<file path="src/rtl/cache_types_pkg.sv">
// Shared types and geometry for the line-to-burst memory responder.
package cache_types_pkg;

  localparam int S_OFFSET  = 5;
  localparam int S_LINE    = 8 * (2 ** S_OFFSET);
  localparam int S_BURST   = 64;
  localparam int NUM_BEATS = S_LINE / S_BURST;
  localparam int BEAT_W    = $clog2(NUM_BEATS);

  typedef enum logic [1:0] {
    IDLE = 2'd0,
    RD   = 2'd1,
    WR   = 2'd2,
    DONE = 2'd3
  } burst_state_t;

  // Clear the byte-offset bits so the burst always starts on a line boundary.
  function automatic logic [31:0] align_line_addr(input logic [31:0] addr);
    return {addr[31:S_OFFSET], {S_OFFSET{1'b0}}};
  endfunction

endpackage

</file>
<file path="src/rtl/burst_beat_counter.sv">
// Beat index within a line burst; wraps to zero after the last beat.
module burst_beat_counter
  import cache_types_pkg::*;
(
  input  logic              clk,
  input  logic              rst,
  input  logic              clear,
  input  logic              inc,
  output logic [BEAT_W-1:0] count,
  output logic              last
);

  logic [BEAT_W-1:0] count_q;
  logic [BEAT_W-1:0] count_d;

  // Next count: clear has priority over increment.
  always_comb begin
    count_d = count_q;
    if (clear) begin
      count_d = {BEAT_W{1'b0}};
    end else if (inc) begin
      count_d = count_q + BEAT_W'(1'b1);
    end else begin
      count_d = count_q;
    end
  end

  // Count register.
  always_ff @(posedge clk or posedge rst) begin
    if (rst) begin
      count_q <= {BEAT_W{1'b0}};
    end else begin
      count_q <= count_d;
    end
  end

  assign count = count_q;
  assign last  = (count_q == BEAT_W'(NUM_BEATS - 1));

endmodule

</file>
<file path="src/rtl/line_burst_responder.sv">
// Converts one line read/write into a NUM_BEATS-beat burst on the narrow
// memory port and returns a single-cycle line response.
module line_burst_responder
  import cache_types_pkg::*;
(
  input  logic               clk,
  input  logic               rst,
  input  logic               line_read,
  input  logic               line_write,
  input  logic [31:0]        line_address,
  input  logic [S_LINE-1:0]  line_wdata,
  output logic [S_LINE-1:0]  line_rdata,
  output logic               line_resp,
  output logic               burst_read,
  output logic               burst_write,
  output logic [31:0]        burst_address,
  output logic [S_BURST-1:0] burst_wdata,
  input  logic [S_BURST-1:0] burst_rdata,
  input  logic               burst_resp
);

  burst_state_t      state_q;
  burst_state_t      state_d;
  logic [31:0]       addr_q;
  logic [31:0]       addr_d;
  logic [S_LINE-1:0] wdata_q;
  logic [S_LINE-1:0] wdata_d;
  logic [S_LINE-1:0] rdata_q;
  logic [S_LINE-1:0] rdata_d;
  logic              resp_q;
  logic              resp_d;
  logic              rd_q;
  logic              rd_d;
  logic              wr_q;
  logic              wr_d;

  logic [BEAT_W-1:0] beat;
  logic              beat_last;
  logic              beat_clear;
  logic              beat_inc;
  logic              in_burst;

  assign in_burst   = (state_q == RD) || (state_q == WR);
  assign beat_clear = (state_q == IDLE);
  assign beat_inc   = in_burst && burst_resp;

  burst_beat_counter u_beat_counter (
    .clk   (clk),
    .rst   (rst),
    .clear (beat_clear),
    .inc   (beat_inc),
    .count (beat),
    .last  (beat_last)
  );

  // State, control outputs and line datapath registers.
  always_ff @(posedge clk or posedge rst) begin
    if (rst) begin
      state_q <= IDLE;
      addr_q  <= 32'd0;
      wdata_q <= {S_LINE{1'b0}};
      rdata_q <= {S_LINE{1'b0}};
      resp_q  <= 1'b0;
      rd_q    <= 1'b0;
      wr_q    <= 1'b0;
    end else begin
      state_q <= state_d;
      addr_q  <= addr_d;
      wdata_q <= wdata_d;
      rdata_q <= rdata_d;
      resp_q  <= resp_d;
      rd_q    <= rd_d;
      wr_q    <= wr_d;
    end
  end

  // Next state: a write beats a simultaneous read; the read is picked up
  // again from IDLE if the requester is still holding it.
  always_comb begin
    state_d = state_q;
    case (state_q)
      IDLE: begin
        if (line_write) begin
          state_d = WR;
        end else if (line_read) begin
          state_d = RD;
        end else begin
          state_d = IDLE;
        end
      end
      RD, WR: begin
        if (burst_resp && beat_last) begin
          state_d = DONE;
        end else begin
          state_d = state_q;
        end
      end
      DONE:    state_d = IDLE;
      default: state_d = IDLE;
    endcase
  end

  // Output and datapath next values; controls are decoded from the next
  // state so they leave registers aligned with the state they describe.
  always_comb begin
    addr_d  = addr_q;
    wdata_d = wdata_q;
    rdata_d = rdata_q;

    if ((state_q == IDLE) && (line_read || line_write)) begin
      addr_d = align_line_addr(line_address);
    end else begin
      addr_d = addr_q;
    end

    if ((state_q == IDLE) && line_write) begin
      wdata_d = line_wdata;
    end else begin
      wdata_d = wdata_q;
    end

    if ((state_q == RD) && burst_resp) begin
      rdata_d[S_BURST*int'(beat) +: S_BURST] = burst_rdata;
    end else begin
      rdata_d = rdata_q;
    end

    rd_d   = (state_d == RD);
    wr_d   = (state_d == WR);
    resp_d = (state_d == DONE);
  end

  assign line_rdata    = rdata_q;
  assign line_resp     = resp_q;
  assign burst_read    = rd_q;
  assign burst_write   = wr_q;
  assign burst_address = addr_q;
  assign burst_wdata   = wdata_q[S_BURST*int'(beat) +: S_BURST];

endmodule

</file>
<file path="config.mk">
export PLATFORM = sky130hd
export DESIGN_NAME = line_burst_responder
export DESIGN_NICKNAME = d
export VERILOG_FILES = /design/src/rtl/cache_types_pkg.sv /design/src/rtl/burst_beat_counter.sv /design/src/rtl/line_burst_responder.sv
export SDC_FILE = /design/constraint.sdc
export NUM_CORES = 1
export LEC_CHECK = 0
export CAP_MARGIN = 10
export CORE_AREA = 10 10 266 268
export CTS_CLUSTER_SIZE = 20
export DETAILED_ROUTE_END_ITERATION = 8
export DIE_AREA = 0 0 276 278
export PLACE_DENSITY = 0.61
export SETUP_SLACK_MARGIN = 0.2
export SYNTH_ARGS = -nofsm -noshare
export SYNTH_HDL_FRONTEND = slang
export SYNTH_SLANG_ARGS = --single-unit
</file>
<file path="constraint.sdc">
create_clock -name clk -period 19.7 [get_ports clk]
set_input_delay 3.94 -clock clk [delete_from_list [all_inputs] [get_ports clk]]
set_output_delay 3.94 -clock clk [all_outputs]
set_load 0.02 [all_outputs]
</file>
==> results by group <==
Worst setup path
  – Crit path max-delay cell type: dfrtp_4
  – Critical path origin: u_beat_counter.count[0]$_DFFE_PP0P_
  – CP Capture Point: burst_wdata[58]
  – CP Capture Type: output pin
  – Crit path required time: 15.76 ns
  – Max stage delay on crit path: 0.85 ns
  – Critical Path AT: 3.65 ns
  – Internal reg-to-reg setup slack: 15.41 ns
  – Crit path cell chain: buf_4, mux4_2, clkdlybuf4s50_1
  – Critical Path Fanout Max: 39
  – Crit path kind: reg2out
  – Worst R2R End: wdata_q[93]$_DFFE_PP0P_
  – Worst reg2reg path depth: 7
  – Worst r2r src: state_q[0]$_DFF_PP0_
  – Setup crit start kind: flip-flop

GRT
  – Overall Global Routing Usage: 18.4%
  – Initial antenna violation count: 33
  – First-pass GRT wire length: 109000 um
  – Largest net degree at the start of global routing: 181
  – GRT overflow: 0
  – Vias in the first global route: 15900

Detailed routing
  – Final wirelength: 73200 um
  – DR WL/cell: 25.2 um
  – DRC: 0
  – Vias: 14800
  – Routed Antenna Nets: 0
  – Initial DRC count: 1064
  – Drt first pass iters: 5
  – DR vias/cell: 5.10

Floorplanning
  – Die W: 276 um
  – Num ports: 712
  – Num rows: 94
  – Die height: 278 um
  – Core Area: 65400 um2
  – Initial Util: 32.8%
  – Die area: 76700 um2

Timing
  – Final period util: 38.5%
  – Final Hold Viols: 0
  – Fin crit period: 7.59 ns
  – Highest Clock Rate: 132 MHz
  – Worst setup margin: 12.11 ns
  – Sum Neg Setup Slack: 0 ns
  – Hold Worst Slack: 0.499 ns
  – Least-Margin Pin Slew: 1.15 ns
  – Final setup violation count: 0
  – Pins over their slew limit: 0
  – Post-Route Skew: 0.0140 ns
  – Slew Limit Headroom: 23.3%
  – RSZ-0062 raised after global routing: false

Power
  – Sw Ratio: 30.9%
  – P per Cell Area: 145 nW/um2
  – Max VDD drop: 0.0810 mV
  – P_leak: 0.0131 uW
  – Net Sw Power: 1400 uW
  – Logic gate share of total power: 36.0%
  – Clock network power share: 25.7%
  – Reg power frac: 38.3%
  – Int Pwr: 3130 uW

Clock network
  – Clk sinks: 546
  – TritonCTS Buffers: 59
  – Clock latency on the worst-skew pair: 0.60 ns
  – Root buffer cell: clkbuf_16
  – Clock Path Buffers: 3
  – Post-CTS Resized: 0
  – Hold Buf Count CTS: 0
  – H-tree Lvls: 2
  – CTS clk-pin slew, worst paths: 0.06 ns
  – Post-CTS Setup Bufs: 0
  – TritonCTS clock tree: built

Outcome
  – Status: finished, final reports clean

Yosys
  – Simple-Gate Fraction of Synth Area: 0.944%
  – Synth warn: 0
  – Synth top area cells: dfrtp_1 (64%), mux2_2 (15%), a22o_1 (10%)
  – Largest family of logic cells by synthesized area: multiplexers
  – Count of cell types in the netlist: 30
  – Mux cell area share after synthesis: 21.6%
  – Most frequent cell after synthesis: dfrtp_1
  – Post-synth top area cell: dfrtp_1
  – Post-synth top area share: 63.6%
  – Post-Synthesis Cells: 1299
  – Post-synthesis sequential area ratio: 63.6%
  – Post-synth EDFFs: 0
  – Main synth FF type: dfrtp_1
  – Synth cell count leaders: dfrtp_1 (546), mux2_2 (283), a22o_1 (256)
  – Async S/R FF share, synth: 100%
  – Mapped Avg Cell Area: 16.5 um2
  – Flops & latches, synth: 546
  – XOR/XNOR Fraction of Synth Area: 0.0408%
  – Post-synthesis compound-gate area fraction: 10.6%
  – Post-Synth Adder-Cell Area: 0.408%
  – Mapped Area: 21500 um2

Cells and area
  – Fin cells: 2898
  – Storage cell area: 13700 um2
  – Multi-input gate area: 7260 um2
  – Area Overhead vs Synth: 45.7%
  – Layout fillers: 5727
  – Layout cell share with drive strength beyond 1: 23.6%
  – Fin nets: 2343

Place
  – Placed Instances: 2782
  – Placer congestion estimate: 0.826
  – Port buffer count: 701
  – DP Worst Slack: 11.58 ns
  – HPWL after DPL: 53200 um

Run
  – Max cap viols: 0

Hold path
  – Hold WC Path Type: reg2reg
[power by group through the flow]
stage	Combinational [uW]	Sequential, uW	Clock, uW
final	1630	1730	1160
after global routing	1730	1780	1240
after CTS	1660	1740	1190
after detailed placement	1650	1750	0
after global placement	1630	1730	0
after floorplan	824	1830	0
[per-layer routing]
layer / part of all wire, % / track usage (%)
met2: 49 / 30.7
met1: 37 / 21.0
met4: 2.1 / 4.19
met5: 0.44 / 0
met3: 11 / 8.93
[state kept, by name, indices dropped and copies added (netlist names)]
signal	count
line_rdata	256
wdata_q	256
burst_address	27
state_q	2
u_beat_counter.count	2
burst_read	1
burst_write	1
line_resp	1
[stage by stage]
| step | power (uW) | cell area, um2 | util [%] |
|---|---|---|---|
| 6_report | 4530 | 31300 | 47.8 |
| 5_1_grt | 4750 | 31300 | 47.8 |
| 4_1_cts | 4590 | 31300 | 47.8 |
| 3_5_place_dp | 3400 | 29200 | 44.7 |
| 3_3_place_gp | 3360 | 29200 | 44.7 |
| 2_1_floorplan | 2650 | 21500 | - |
[cell type report]
type	count	area share [%]
Multi-Input combinational cell	648	23.2
Clock inverter	25	1.09
Tap cell	864	3.45
Antenna cell	10	0.0800
Clock buffer	81	5.47
Sequential cell	546	43.7
Timing Repair Buffer	719	22.9
Inverter	5	0.0840
[placed cells by master (no fill, tap or decap), types with 2 or more instances in the layout]
master,count
clkdlybuf4s50_1,701
dfrtp_1,544
mux2_2,283
a22o_1,256
mux4_2,64
clkbuf_16,61
buf_4,16
clkinv_2,11
clkbuf_8,11
diode_2,10
clkbuf_1,9
bufinv_16,8
ha_1,7
conb_1,5
clkinvlp_4,5
nand2b_1,4
inv_1,4
nand3_2,3
nand2_1,3
a21oi_1,3
nor4_4,2
nor3_4,2
o21ai_0,2
nor2b_1,2
nand3_1,2
buf_12,2
dfrtp_4,2
[how the worst min path moves through the flow]
stage                                  start  slack (ns)  depth (start not counted)                        to
finish              wdata_q[134]$_DFFE_PP0P_        0.50                          1  wdata_q[134]$_DFFE_PP0P_
global route        wdata_q[240]$_DFFE_PP0P_        0.51                          1  wdata_q[240]$_DFFE_PP0P_
CTS                 wdata_q[183]$_DFFE_PP0P_        0.50                          1  wdata_q[183]$_DFFE_PP0P_
detailed placement  wdata_q[134]$_DFFE_PP0P_        0.49                          1  wdata_q[134]$_DFFE_PP0P_
global placement    wdata_q[205]$_DFFE_PP0P_        0.48                          1  wdata_q[205]$_DFFE_PP0P_
floorplan           wdata_q[128]$_DFFE_PP0P_        0.47                          1  wdata_q[128]$_DFFE_PP0P_
[worst max-delay path, delay by kind of cell (launching register included)]
kind,cells,cell delay [ns]
mux,1,0.61
buf+inv,2,1.47
flops,1,0.85
[cells by family (layout without fill, tap and decap cells)]
kind of cell / after synthesis / after routing
AOI/OAI and AO/OA: 262 / 262
adders and majority gates: 7 / 7
buffers and inverters: 109 / 830
DFF: 546 / 546
and+or+nand+nor: 26 / 26
other: 1 / 15
muxes: 347 / 347
xor gates and xnor gates: 1 / 1
Power figures use the tool's default switching activity.
